===== src/rtl/stopwatch_ctrl_pkg.sv =====
// Shared definitions for the stopwatch / display slice.
//   state_e     : stopwatch FSM state encoding (STOP=0, RUN=1, CLEAR=2)
//   CountW      : width of the count bus that feeds the display controller
//   step_t      : result of one count step (next value plus wrap flag)
//   count_step(): up/down modulo step bounded by a maximum value
package stopwatch_ctrl_pkg;

  localparam int unsigned CountW = 11;

  typedef enum logic [1:0] {
    StStop  = 2'd0,
    StRun   = 2'd1,
    StClear = 2'd2
  } state_e;

  typedef struct packed {
    logic [CountW-1:0] value;
    logic              wrap;
  } step_t;

  // One count step. Up: max_v -> 0 wraps; down: 0 -> max_v wraps.
  // The >= on the up path keeps an out-of-range value from running away.
  function automatic step_t count_step(input logic [CountW-1:0] cur,
                                       input logic              down,
                                       input logic [CountW-1:0] max_v);
    step_t s;
    s.value = cur;
    s.wrap  = 1'b0;
    if (!down) begin
      if (cur >= max_v) begin
        s.value = '0;
        s.wrap  = 1'b1;
      end else begin
        s.value = cur + CountW'(1);
      end
    end else begin
      if (cur == '0) begin
        s.value = max_v;
        s.wrap  = 1'b1;
      end else if (cur > max_v) begin
        s.value = max_v;
      end else begin
        s.value = cur - CountW'(1);
      end
    end
    return s;
  endfunction

endpackage


===== src/rtl/stopwatch_tick.sv =====
// Count-step tick generator.
//   clk    : system clock
//   reset  : asynchronous active-low reset
//   i_en   : count enable; when low the divider is held at 0
//   o_tick : high for the single cycle in which the divider holds TICK_DIV-1
// Holding the divider at 0 while disabled makes the first tick land exactly
// TICK_DIV cycles after enable rises.
module stopwatch_tick #(
  parameter int unsigned TICK_DIV = 10_000_000
) (
  input  logic clk,
  input  logic reset,
  input  logic i_en,
  output logic o_tick
);

  localparam int unsigned    CntW    = (TICK_DIV > 1) ? $clog2(TICK_DIV) : 1;
  localparam logic [CntW-1:0] CntLast = CntW'(TICK_DIV - 1);

  logic [CntW-1:0] cnt_q, cnt_d;

  always_comb begin
    cnt_d = cnt_q;
    if (!i_en) begin
      cnt_d = '0;
    end else if (cnt_q == CntLast) begin
      cnt_d = '0;
    end else begin
      cnt_d = cnt_q + CntW'(1);
    end
  end

  always_ff @(posedge clk or negedge reset) begin
    if (!reset) begin
      cnt_q <= '0;
    end else begin
      cnt_q <= cnt_d;
    end
  end

  assign o_tick = i_en && (cnt_q == CntLast);

endmodule


===== src/rtl/stopwatch_ctrl.sv =====
// Stopwatch controller: run/stop/clear FSM plus the bounded up/down count.
//   clk        : system clock (100 MHz)
//   reset      : asynchronous active-low reset
//   i_run_stop : single-cycle pulse, toggles STOP <-> RUN
//   i_clear    : single-cycle pulse, forces one CLEAR cycle and zeroes count
//   i_mode     : count direction, 0 = up, 1 = down (sampled at each tick)
//   count_data : registered count, 0..COUNT_MAX
//   o_run      : registered, high while in RUN
//   o_wrap     : registered one-cycle pulse, coincident with the wrapped value
module stopwatch_ctrl
  import stopwatch_ctrl_pkg::*;
#(
  parameter int unsigned TICK_DIV  = 10_000_000,
  parameter int unsigned COUNT_MAX = 999
) (
  input  logic              clk,
  input  logic              reset,
  input  logic              i_run_stop,
  input  logic              i_clear,
  input  logic              i_mode,
  output logic [CountW-1:0] count_data,
  output logic              o_run,
  output logic              o_wrap
);

  localparam logic [CountW-1:0] CountMaxV = CountW'(COUNT_MAX);

  state_e            state_q;
  logic [CountW-1:0] count_q;
  logic              run_q;
  logic              wrap_q;
  logic              tick;
  logic              tick_en;
  step_t             step;

  assign tick_en = (state_q == StRun);

  stopwatch_tick #(
    .TICK_DIV (TICK_DIV)
  ) u_tick (
    .clk    (clk),
    .reset  (reset),
    .i_en   (tick_en),
    .o_tick (tick)
  );

  assign step = count_step(count_q, i_mode, CountMaxV);

  // Clear dominates everything, including a same-cycle run/stop or tick.
  // A run/stop coinciding with a tick still lets that step land, because the
  // count update and the state change share the same edge.
  always_ff @(posedge clk or negedge reset) begin
    if (!reset) begin
      state_q <= StStop;
      count_q <= '0;
      run_q   <= 1'b0;
      wrap_q  <= 1'b0;
    end else begin
      wrap_q <= 1'b0;
      if (i_clear) begin
        state_q <= StClear;
        count_q <= '0;
        run_q   <= 1'b0;
      end else begin
        if ((state_q == StRun) && tick) begin
          count_q <= step.value;
          wrap_q  <= step.wrap;
        end
        case (state_q)
          StStop: begin
            if (i_run_stop) begin
              state_q <= StRun;
              run_q   <= 1'b1;
            end
          end
          StRun: begin
            if (i_run_stop) begin
              state_q <= StStop;
              run_q   <= 1'b0;
            end
          end
          StClear: begin
            state_q <= StStop;
            count_q <= '0;
            run_q   <= 1'b0;
          end
          default: begin
            state_q <= StStop;
            count_q <= '0;
            run_q   <= 1'b0;
          end
        endcase
      end
    end
  end

  assign count_data = count_q;
  assign o_run      = run_q;
  assign o_wrap     = wrap_q;

endmodule


===== config.mk =====
export PLATFORM = sky130hd
export DESIGN_NAME = stopwatch_ctrl
export DESIGN_NICKNAME = d
export VERILOG_FILES = /design/src/rtl/stopwatch_ctrl_pkg.sv /design/src/rtl/stopwatch_tick.sv /design/src/rtl/stopwatch_ctrl.sv
export SDC_FILE = /design/constraint.sdc
export NUM_CORES = 1
export LEC_CHECK = 0
export CAP_MARGIN = 15
export CORE_AREA = 2 2 64 66
export DETAILED_ROUTE_END_ITERATION = 16
export DIE_AREA = 0 0 66 68
export HOLD_SLACK_MARGIN = 0.05
export PLACE_DENSITY_LB_ADDON = 0.2
export SLEW_MARGIN = 20
export SYNTH_ARGS = -nofsm -noshare
export SYNTH_HDL_FRONTEND = slang
export SYNTH_SLANG_ARGS = --single-unit

===== constraint.sdc =====
create_clock -name clk -period 6.1 [get_ports clk]
set_input_delay 0.915 -clock clk [delete_from_list [all_inputs] [get_ports clk]]
set_output_delay 0.915 -clock clk [all_outputs]
set_load 0.01 [all_outputs]

==> out/summary.txt <==
GLOBAL ROUTE
---------------------------------------------------------------------------------------
Vias in the first global route                                                     1823
Pin count of the biggest net entering global routing                                 39
Number of antenna violations at the first check in global routing                     0
Total congestion overflow after global routing                                        0
First-pass GRT wire length                                                      8610 µm
Overall Global Routing Usage                                                      0.253

SETUP PATH
---------------------------------------------------------------------------------------
Crit path capture type                                                             flop
Reg2Reg Depth                                                                         6
Critical path startpoint category                                          primary input
Capturing element of the worst setup path                                  count_data[4]
Maximum fanout along the worst path                                                   9
Worst R2R End                                                              count_data[4]
Launching point of the worst reg2reg path                                  u_tick.cnt_q[13]
Crit Path Class                                                                  in2reg
Required time of the critical path                                              6.32 ns
Register-to-register setup slack                                                3.47 ns
First element of the critical path                                               i_mode
Arrival time worst endpoint                                                     3.02 ns

CLOCK TREE
---------------------------------------------------------------------------------------
Root Buffer                                                                sky130_fd_sc_hd__clkbuf_8
Total clock sinks                                                                    38
Clock Latency Late Sink                                                         0.29 ns
Hold_buf cts                                                                          0
Number of gates resized after CTS                                                     0
CTS tree                                                                           done
Total CTS buffers                                                                     5
Post-CTS Setup Bufs                                                                   0
CTS clock-pin slew for the worst setup and hold paths                           0.08 ns
Clock buffer depth                                                                    2
CTS HTree Levels                                                                      2

YOSYS
---------------------------------------------------------------------------------------
Number of different library cells in the post-synthesis netlist                      49
Synthesis-stage register bit count                                                   38
Cells after synthesis                                                               256
Number of enable flip-flop cells after synthesis                                      0
Warning count from the yosys run                                                      0
Register area share after synthesis                                               0.418
Share of flip-flops with an asynchronous set or reset after synthesis              1.00
Primary FF master, synth                                                   sky130_fd_sc_hd__dfrtp_1
Mean instance size in the synthesized netlist                                  8.88 µm²
Mapped Area                                                                    2270 µm²
Syn nets                                                                            265

OUTCOME
---------------------------------------------------------------------------------------
Run status                                                                    completed

STA
---------------------------------------------------------------------------------------
Worst slack on hold paths                                                      0.460 ns
Max transition margin                                                             0.379
Final Worst Setup Slack                                                         3.30 ns
Final critical-path required period                                             2.80 ns
Total count of max-transition violations in the final report                          0
Highest Clock Rate                                                            0.357 GHz
Final hold vios                                                                       0
Worst clock skew                                                             0.00845 ns
Unrepaired setup endpoints after global routing                                   false
Least-Margin Pin Slew                                                          0.929 ns
Final cycle utilization of the critical path                                      0.459
# setup viols final                                                                   0
Setup TNS                                                                          0 ns

DETAILED ROUTING
---------------------------------------------------------------------------------------
Post-DR vias/cell                                                                  6.05
Drt wl/cell                                                                     16.2 µm
Number of iterations in the first detailed-routing pass                               4
Number of violations reported at the end of detailed-routing iteration 0             89
DRC violations left                                                                   0
Post-route antenna net violation count                                                0
Total wirelength of the detailed-routed design                                  5150 µm
Total via count after detailed routing                                             1917

PLACE
---------------------------------------------------------------------------------------
Gp weighted congestion                                                            0.919
HPWL after DPL                                                                  3560 µm
Placed Cells incl. Taps                                                             310
Placed cell areas                                                              2440 µm²
Port buffer count                                                                    17
Placement Setup Slack                                                           2.98 ns

LAYOUT
---------------------------------------------------------------------------------------
Most common cell after layout, fill and taps aside                         sky130_fd_sc_hd__dfrtp_1
Total Nets Final                                                                    276
Fin area                                                                       2550 µm²
Ant. Diodes                                                                           0
Highest-count cells in the layout ignoring fill and taps                   38 x sky130_fd_sc_hd__dfrtp_1, 37 x sky130_fd_sc_hd__nor2_1, 19 x sky130_fd_sc_hd__nand2_1, 16 x sky130_fd_sc_hd__clkdlybuf4s50_1, 12 x sky130_fd_sc_hd__xnor2_1
Fraction of layout instances using a drive strength above 1                      0.0712
Post-synthesis to final-layout area growth                                        12.4%
Layout Utilization                                                                0.663
Count of non-filler cells in the finished layout                                    317
Fillcell total                                                                      332

POWER
---------------------------------------------------------------------------------------
Worst-case vdd ir drop                                                       0.000124 V
PD cells                                                                     193 nW/µm²
Design Power                                                                   0.492 mW
Lkg Pwr                                                                         1.04 nW

FLOORPLANNING
---------------------------------------------------------------------------------------
DIE AREA                                                                       4490 µm²
I/O Pins                                                                             18
Core Area                                                                      3860 µm²
Std cell rows                                                                        23
Overall die width                                                                 66 µm
Starting density of the core                                                      0.590
Die extent in y                                                                   68 µm

JOB
---------------------------------------------------------------------------------------
Max Cap Viol                                                                          0

WORST HOLD PATH
---------------------------------------------------------------------------------------
Path category of the worst min-delay check                                      reg2reg

==> critical path: stages <==
cell	delay, ns
sky130_fd_sc_hd__clkdlybuf4s50_1	0.63
sky130_fd_sc_hd__inv_1	0.15
sky130_fd_sc_hd__a2111oi_2	0.74
sky130_fd_sc_hd__and2_1	0.32
sky130_fd_sc_hd__a221oi_1	0.11
sky130_fd_sc_hd__a21oi_1	0.15
==> how the worst min path moves through the flow <==
stage | start | to | slack (ns) | cells after the start
4_1_cts | state_q[1] | state_q[0] | 0.45 | 1
5_1_grt | state_q[1] | state_q[0] | 0.49 | 1
2_1_floorplan | state_q[1] | state_q[0] | 0.42 | 1
3_3_place_gp | state_q[1] | state_q[0] | 0.44 | 1
3_5_place_dp | state_q[1] | state_q[0] | 0.44 | 1
6_report | state_q[1] | state_q[0] | 0.46 | 1
==> synthesized netlist by cell type (all sizes together) (6+ instances only) <==
cell type | number | share of area
a21oi | 8 | 0.018
and3 | 6 | 0.017
clkbuf | 9 | 0.015
dfrtp | 38 | 0.42
inv | 11 | 0.018
nand2 | 19 | 0.031
nand3 | 11 | 0.024
nand4 | 9 | 0.025
nor2 | 37 | 0.061
nor3 | 8 | 0.020
o21ai | 7 | 0.017
or3 | 7 | 0.019
xnor2 | 12 | 0.046
xor2 | 11 | 0.042
==> registers in the layout, summed over array words and instances, names as in the netlist <==
signal and count:
count_data 11, o_wrap 1, state_q 2, u_tick.cnt_q 24
==> power by group <==
| group | internal, mW | switching, mW | leakage [nW] | total (mW) |
|---|---|---|---|---|
| registers | 0.253 | 0.000888 | 0.528 | 0.254 |
| clock network | 0.131 | 0.0904 | 0.0573 | 0.221 |
| logic | 0.00544 | 0.0117 | 0.457 | 0.0172 |
==> logic make-up (layout without fill, tap and decap cells) <==
group,count (synthesis),count (layout),synth area share
flops,38,38,0.418
xor+xnor,23,23,0.0886
simple gates,115,115,0.265
compound gates,51,51,0.159
buf+inv,25,36,0.0473
fa+ha+maj,4,4,0.0220
==> layer usage <==
layer	vias to the layer above	track usage	part of all wire
met2	62	0.391	0.47
met5	-	0	0
met1	918	0.355	0.45
met4	0	0.0816	0.015
li1	928	-	-
met3	9	0.0576	0.058
==> final cells by class <==
cell class	instances	area, µm²	share of cell area
Timing Repair Buffer	18	173	0.0676
Sequential cell	38	951	0.372
Multi-Input combinational cell	193	1210	0.476
Inverter	11	41.3	0.0162
Tap cell	50	62.6	0.0245
Clock buffer	6	82.6	0.0323
Clock inverter	1	30.0	0.0118
No activity file was read; power rests on OpenSTA's default activity.
